$ cat config.mk
export PLATFORM = sky130hd
export DESIGN_NAME = mux_sel_sequencer
export DESIGN_NICKNAME = d
export VERILOG_FILES = /design/src/rtl/mux_sel_sequencer.sv
export SDC_FILE = /design/constraint.sdc
export NUM_CORES = 1
export LEC_CHECK = 0
export ABC_AREA = 1
export ABC_CLOCK_PERIOD_IN_PS = 3500
export BUFFER_PORTS_ARGS = -buffer_cell sky130_fd_sc_hd__buf_2
export CAP_MARGIN = 20
export CORE_ASPECT_RATIO = 1.75
export CORE_UTILIZATION = 30
export DETAILED_ROUTE_END_ITERATION = 7
export PLACE_DENSITY = 0.43
export SYNTH_ARGS = -nofsm -noshare
export SYNTH_HDL_FRONTEND = slang
export SYNTH_SLANG_ARGS = --single-unit
$ cat constraint.sdc
create_clock -name i_clk -period 3.5 [get_ports i_clk]
set_clock_uncertainty 0.15 [all_clocks]
set_input_delay 0.175 -clock i_clk [delete_from_list [all_inputs] [get_ports i_clk]]
set_output_delay 0.175 -clock i_clk [all_outputs]
set_load 0.05 [all_outputs]
$ cat src/rtl/mux_sel_sequencer.sv
// -----------------------------------------------------------------------------
// mux_sel_sequencer
//
// Purpose:
//   Control stage in front of a combinational 4:1 mux. On an accepted start it
//   walks the mux select {s0,s1} through the channels enabled in ch_mask, from
//   the lowest index to the highest. Each channel is held for DWELL cycles. The
//   mux output y is captured on the last cycle of each hold. When the sweep
//   ends, the captured 4-bit vector is presented with a one-cycle done pulse.
//
// Parameters:
//   DWELL  cycles per channel, legal range 2..255; y is captured on dwell
//          cycle DWELL-1
//   CNT_W  dwell counter width, must satisfy 2**CNT_W > DWELL
//
// Ports:
//   i_clk           in   1  clock, rising edge
//   i_rst           in   1  synchronous active-high reset
//   i_start         in   1  sweep request, only honoured in IDLE
//   i_ch_mask       in   4  channel enables, latched on an accepted start
//   i_y             in   1  mux output return path
//   o_s0            out  1  mux select MSB (channel index = {s0,s1})
//   o_s1            out  1  mux select LSB
//   o_busy          out  1  high from the cycle after accept through DONE
//   o_done          out  1  one-cycle sweep-complete pulse
//   o_sample        out  4  captured vector, 0 for disabled channels
//   o_sample_valid  out  1  one-cycle pulse, coincident with o_done
//
// Configuration macro:
//   AUTO_RESTART_EN  when defined, DONE with start=1 and a non-zero mask goes
//                    straight into a new sweep, keeping busy high.
// -----------------------------------------------------------------------------
module mux_sel_sequencer #(
  parameter int DWELL = 4,
  parameter int CNT_W = 8
) (
  input  logic       i_clk,
  input  logic       i_rst,
  input  logic       i_start,
  input  logic [3:0] i_ch_mask,
  input  logic       i_y,
  output logic       o_s0,
  output logic       o_s1,
  output logic       o_busy,
  output logic       o_done,
  output logic [3:0] o_sample,
  output logic       o_sample_valid
);

  typedef enum logic [1:0] {
    ST_IDLE = 2'd0,
    ST_SCAN = 2'd1,
    ST_DONE = 2'd2
  } state_t;

  localparam logic [CNT_W-1:0] LP_CNT_LAST = CNT_W'(DWELL - 1);
  localparam logic [CNT_W-1:0] LP_CNT_ONE  = CNT_W'(1);
  localparam logic [CNT_W-1:0] LP_CNT_ZERO = CNT_W'(0);

  // Lowest enabled channel with index >= from. Bit 2 of the result is set
  // when no such channel exists.
  function automatic logic [2:0] f_find_ch(input logic [3:0] mask,
                                           input logic [2:0] from);
    logic [2:0] res;
    if ((from == 3'd0) && mask[0]) begin
      res = 3'd0;
    end else if ((from <= 3'd1) && mask[1]) begin
      res = 3'd1;
    end else if ((from <= 3'd2) && mask[2]) begin
      res = 3'd2;
    end else if ((from <= 3'd3) && mask[3]) begin
      res = 3'd3;
    end else begin
      res = 3'd4;
    end
    return res;
  endfunction

  state_t           r_state;
  logic [3:0]       r_mask;
  logic [1:0]       r_sel;
  logic [CNT_W-1:0] r_cnt;
  logic [3:0]       r_shadow;
  logic             r_busy;
  logic             r_done;
  logic [3:0]       r_sample;
  logic             r_sample_valid;

  state_t           w_state_nxt;
  logic [3:0]       w_mask_nxt;
  logic [1:0]       w_sel_nxt;
  logic [CNT_W-1:0] w_cnt_nxt;
  logic [3:0]       w_shadow_nxt;
  logic [2:0]       w_first;
  logic [2:0]       w_after;

  // First channel of a new sweep comes from the live mask; the next channel
  // within a sweep comes from the latched copy.
  assign w_first = f_find_ch(i_ch_mask, 3'd0);
  assign w_after = f_find_ch(r_mask, {1'b0, r_sel} + 3'd1);

  // Next-state and next-datapath logic. The select register itself is the
  // channel index, parked at 0 outside SCAN.
  always_comb begin
    w_state_nxt  = r_state;
    w_mask_nxt   = r_mask;
    w_sel_nxt    = r_sel;
    w_cnt_nxt    = r_cnt;
    w_shadow_nxt = r_shadow;
    case (r_state)
      ST_IDLE: begin
        if (i_start) begin
          w_mask_nxt   = i_ch_mask;
          w_cnt_nxt    = LP_CNT_ZERO;
          w_shadow_nxt = 4'd0;
          if (!w_first[2]) begin
            w_state_nxt = ST_SCAN;
            w_sel_nxt   = w_first[1:0];
          end else begin
            w_state_nxt = ST_DONE;
            w_sel_nxt   = 2'd0;
          end
        end else begin
          w_state_nxt = ST_IDLE;
        end
      end
      ST_SCAN: begin
        if (r_cnt == LP_CNT_LAST) begin
          // Last dwell cycle: the mux has settled for DWELL-1 cycles.
          w_shadow_nxt[r_sel] = i_y;
          w_cnt_nxt           = LP_CNT_ZERO;
          if (!w_after[2]) begin
            w_sel_nxt = w_after[1:0];
          end else begin
            w_state_nxt = ST_DONE;
            w_sel_nxt   = 2'd0;
          end
        end else begin
          w_cnt_nxt = r_cnt + LP_CNT_ONE;
        end
      end
      ST_DONE: begin
`ifdef AUTO_RESTART_EN
        if (i_start && !w_first[2]) begin
          w_state_nxt  = ST_SCAN;
          w_mask_nxt   = i_ch_mask;
          w_sel_nxt    = w_first[1:0];
          w_cnt_nxt    = LP_CNT_ZERO;
          w_shadow_nxt = 4'd0;
        end else begin
          w_state_nxt = ST_IDLE;
          w_sel_nxt   = 2'd0;
        end
`else
        w_state_nxt = ST_IDLE;
        w_sel_nxt   = 2'd0;
`endif
      end
      default: begin
        w_state_nxt = ST_IDLE;
        w_sel_nxt   = 2'd0;
      end
    endcase
  end

  // State and datapath registers; outputs are derived from the next state so
  // they line up with the state they describe.
  always_ff @(posedge i_clk) begin
    if (i_rst) begin
      r_state        <= ST_IDLE;
      r_mask         <= 4'd0;
      r_sel          <= 2'd0;
      r_cnt          <= LP_CNT_ZERO;
      r_shadow       <= 4'd0;
      r_busy         <= 1'b0;
      r_done         <= 1'b0;
      r_sample       <= 4'd0;
      r_sample_valid <= 1'b0;
    end else begin
      r_state        <= w_state_nxt;
      r_mask         <= w_mask_nxt;
      r_sel          <= w_sel_nxt;
      r_cnt          <= w_cnt_nxt;
      r_shadow       <= w_shadow_nxt;
      r_busy         <= (w_state_nxt != ST_IDLE);
      r_done         <= (w_state_nxt == ST_DONE);
      r_sample_valid <= (w_state_nxt == ST_DONE);
      // The final capture lands on the same edge as entry to DONE, so take
      // the next shadow value rather than the registered one.
      if (w_state_nxt == ST_DONE) begin
        r_sample <= w_shadow_nxt;
      end else begin
        r_sample <= r_sample;
      end
    end
  end

  assign o_s0           = r_sel[1];
  assign o_s1           = r_sel[0];
  assign o_busy         = r_busy;
  assign o_done         = r_done;
  assign o_sample       = r_sample;
  assign o_sample_valid = r_sample_valid;

endmodule
==> summary.txt <==
Setup path
  – Critical path peak fanout: 8
  – CP Capture Type: flip-flop
  – Setup crit start kind: flip-flop
  – Reg2reg start: r_cnt[0]$_SDFFE_PP0P_
  – Worst Path Arrival: 1.66 ns
  – Worst Path Required: 3.53 ns
  – Reg2reg end: o_sample[1]$_SDFFE_PP0N_
  – Worst reg2reg setup slack: 1.87 ns
  – Reg2Reg Depth: 8
  – Critical path class: reg -> reg

Global route
  – Vias in the first global route: 1343
  – Antenna violations before repair: 0
  – First-pass GRT wire length: 5809 µm
  – Gr ovfl total: 0
  – Total Routing Usage GR: 15.93%
  – Largest net degree at the start of global routing: 16

Yosys
  – Seq cells post-synth: 25
  – Mean Syn Cell Area: 6.588 µm²
  – Mapped Area: 1364 µm²
  – Synthesized Nets: 216
  – Synth cell types: 27
  – Sequential share of the synthesized area: 36.70%
  – Yosys warns: 0
  – Syn Inst Count: 207

Route
  – Vias/cell: 4.729
  – Vias: 1291
  – Drt wl/cell: 12.37 µm
  – DR iter-0 viols: 15
  – Routed Antenna Nets: 0
  – Final WL: 3376 µm
  – Drt drc: 0
  – First-pass iteration count of the detailed router: 4

Floorplan
  – Initial core utilization: 31.25%
  – Die Area: 4830 µm²
  – # rows: 32
  – Die Ht: 91.19 µm
  – CORE AREA: 4364 µm²
  – Die width: 52.97 µm
  – I/O pins: 17

CTS
  – TritonCTS buffer count: 3
  – CTS sink count: 25
  – Post-CTS Setup Bufs: 0
  – Cts repair resizes: 0
  – CTS clock-pin slew for the worst setup and hold paths: 0.10 ns
  – Clk Tree Root Cell: clkbuf_8
  – CTS Hold Bufs: 0
  – Clock Path Buffers: 2
  – Clock latency on the worst-skew pair: 0.27 ns
  – CTS tree: yes
  – H-Tree Depth: 1

STA
  – Final Cycle Share: 46.62%
  – Slew HR: 75.14%
  – Sum of negative setup slack: 0 ns
  – Fmax: 612.9 MHz
  – Fin. Hold Viols: 0
  – Max Slew Vio Count: 0
  – Setup Viol. Count Final: 0
  – Actual slew at the worst max-slew pin: 0.3724 ns
  – Final min period: 1.632 ns
  – RSZ-0062 raised after global routing: false

Power and ir drop
  – Worst VDD drop: 0.1644 mV
  – Power Dens Cells: 385.8 nW/µm²
  – Pleak: 0.6916 nW

Final layout
  – Fin nets: 232
  – Share of cells above drive strength 1: 18.47%
  – Fin area: 1525 µm²
  – Commonest non-fill, non-tap cells in the layout: nand2_1 (61), nor2_1 (28), dfxtp_1 (25)
  – N_diodes: 0
  – Non-Filler Instances: 273
  – Commonest non-fill, non-tap cell in the layout: nand2_1
  – Area delta synth->final: 11.83%

Hold path
  – Hold Path Sink: r_mask[3]$_SDFFE_PP0P_
  – Hold Path Depth: 3
  – Worst hold path class: in -> reg
  – Hold_sp: i_ch_mask[3]

Status
  – Outcome: finished, final reports clean

Placed design
  – Hpwl dp: 2628 µm
  – GPL Wtd Cong: 0.7730
  – IO buf count: 16
  – Placed Area: 1476 µm²
  – Placed Instances: 269

Flow run
  – Max Cap Viol: 0
worst max path at each step:
stage,start,to,slack (ns)
6_report,r_cnt[0]$_SDFFE_PP0P_,o_sample[1]$_SDFFE_PP0N_,1.87
5_1_grt,r_cnt[0]$_SDFFE_PP0P_,o_sample[1]$_SDFFE_PP0N_,1.69
4_1_cts,r_cnt[0]$_SDFFE_PP0P_,o_sample[1]$_SDFFE_PP0N_,1.85
3_5_place_dp,r_cnt[0]$_SDFFE_PP0P_,o_sample[1]$_SDFFE_PP0N_,1.88
3_3_place_gp,r_cnt[0]$_SDFFE_PP0P_,o_sample[2]$_SDFFE_PP0N_,1.92
2_1_floorplan,r_sel[1]$_SDFFE_PP0P_,o_sample[1]$_SDFFE_PP0N_,1.83
per-layer routing:
metal  share of wire (%)  vias to the layer above  GRT usage, %  wire (µm)
li1                    -                      678             -          -
met1                  40                      589         15.73       1357
met2                  56                       16         30.80       1885
met3                 1.5                        8         1.843         50
met4                 2.5                        0         6.579         83
met5                   0                        -             0          0
flip-flops by register name (all words and copies together), names as in the netlist:
signal and count:
o_busy 1, r_sel 2, r_state 2, r_shadow 4
r_cnt 8, o_sample 4, o_sample_valid 1, r_mask 3
cell families (layout without fill, tap and decap cells):
| family | after synthesis | in the layout | synth area share, % |
|---|---|---|---|
| AO/OA/AOI/OAI | 27 | 27 | 10.92 |
| adder cells (fa/ha/maj) | 1 | 1 | 0.9173 |
| buffers and inverters | 31 | 46 | 9.633 |
| flip-flops | 25 | 25 | 36.70 |
| AND/OR/NAND/NOR | 123 | 123 | 41.84 |
power by group:
part / switching [mW] / internal [mW]
combinational: 0.0735 / 0.0271
clock: 0.102 / 0.0808
sequential: 0.0102 / 0.295
critical path, cell delays in order, from the launching register on:
cell     delay (ns)
dfxtp_1        0.38
ha_1           0.27
nand3_4        0.12
nor2_8         0.18
nand4_4        0.13
nand2_2        0.12
inv_2          0.06
nor2_1         0.09
nor2_1         0.05
cells in the mapped netlist, drive strengths merged:
master  number  area, µm²
a211oi       1      12.51
a21oi       14      70.07
a22oi        1      7.510
buf          3      23.77
clkbuf       2      7.510
dfxtp       25      500.5
ha           1      12.51
inv         26      100.1
nand2       67      266.5
nand3       20      117.6
nand3b       1      7.510
nand4        1      21.27
nor2        31      142.6
nor3         3      15.01
o21ai       11      58.81
area by class of cell:
type	count	area (µm²)
inverters	26	100.1
flip-flops and latches	25	500.5
multi-input cells	151	732.0
fillers	516	2839
repair buffers	16	80.08
clock inverters	1	7.507
well taps	51	63.81
clock buffers	3	41.29
stage by stage:
step	worst slack, ns	utilization [%]	hold WS [ns]	power (mW)
floorplan	1.825	-	0.09407	0.3887
global placement	1.922	33.83	0.3037	0.4139
detailed placement	1.875	33.83	0.3202	0.4150
CTS	1.852	34.95	0.02406	0.5989
global route	1.690	34.95	0.05307	0.6163
finish	1.868	34.95	0.02213	0.5885
(Power assumes the default switching activity.)
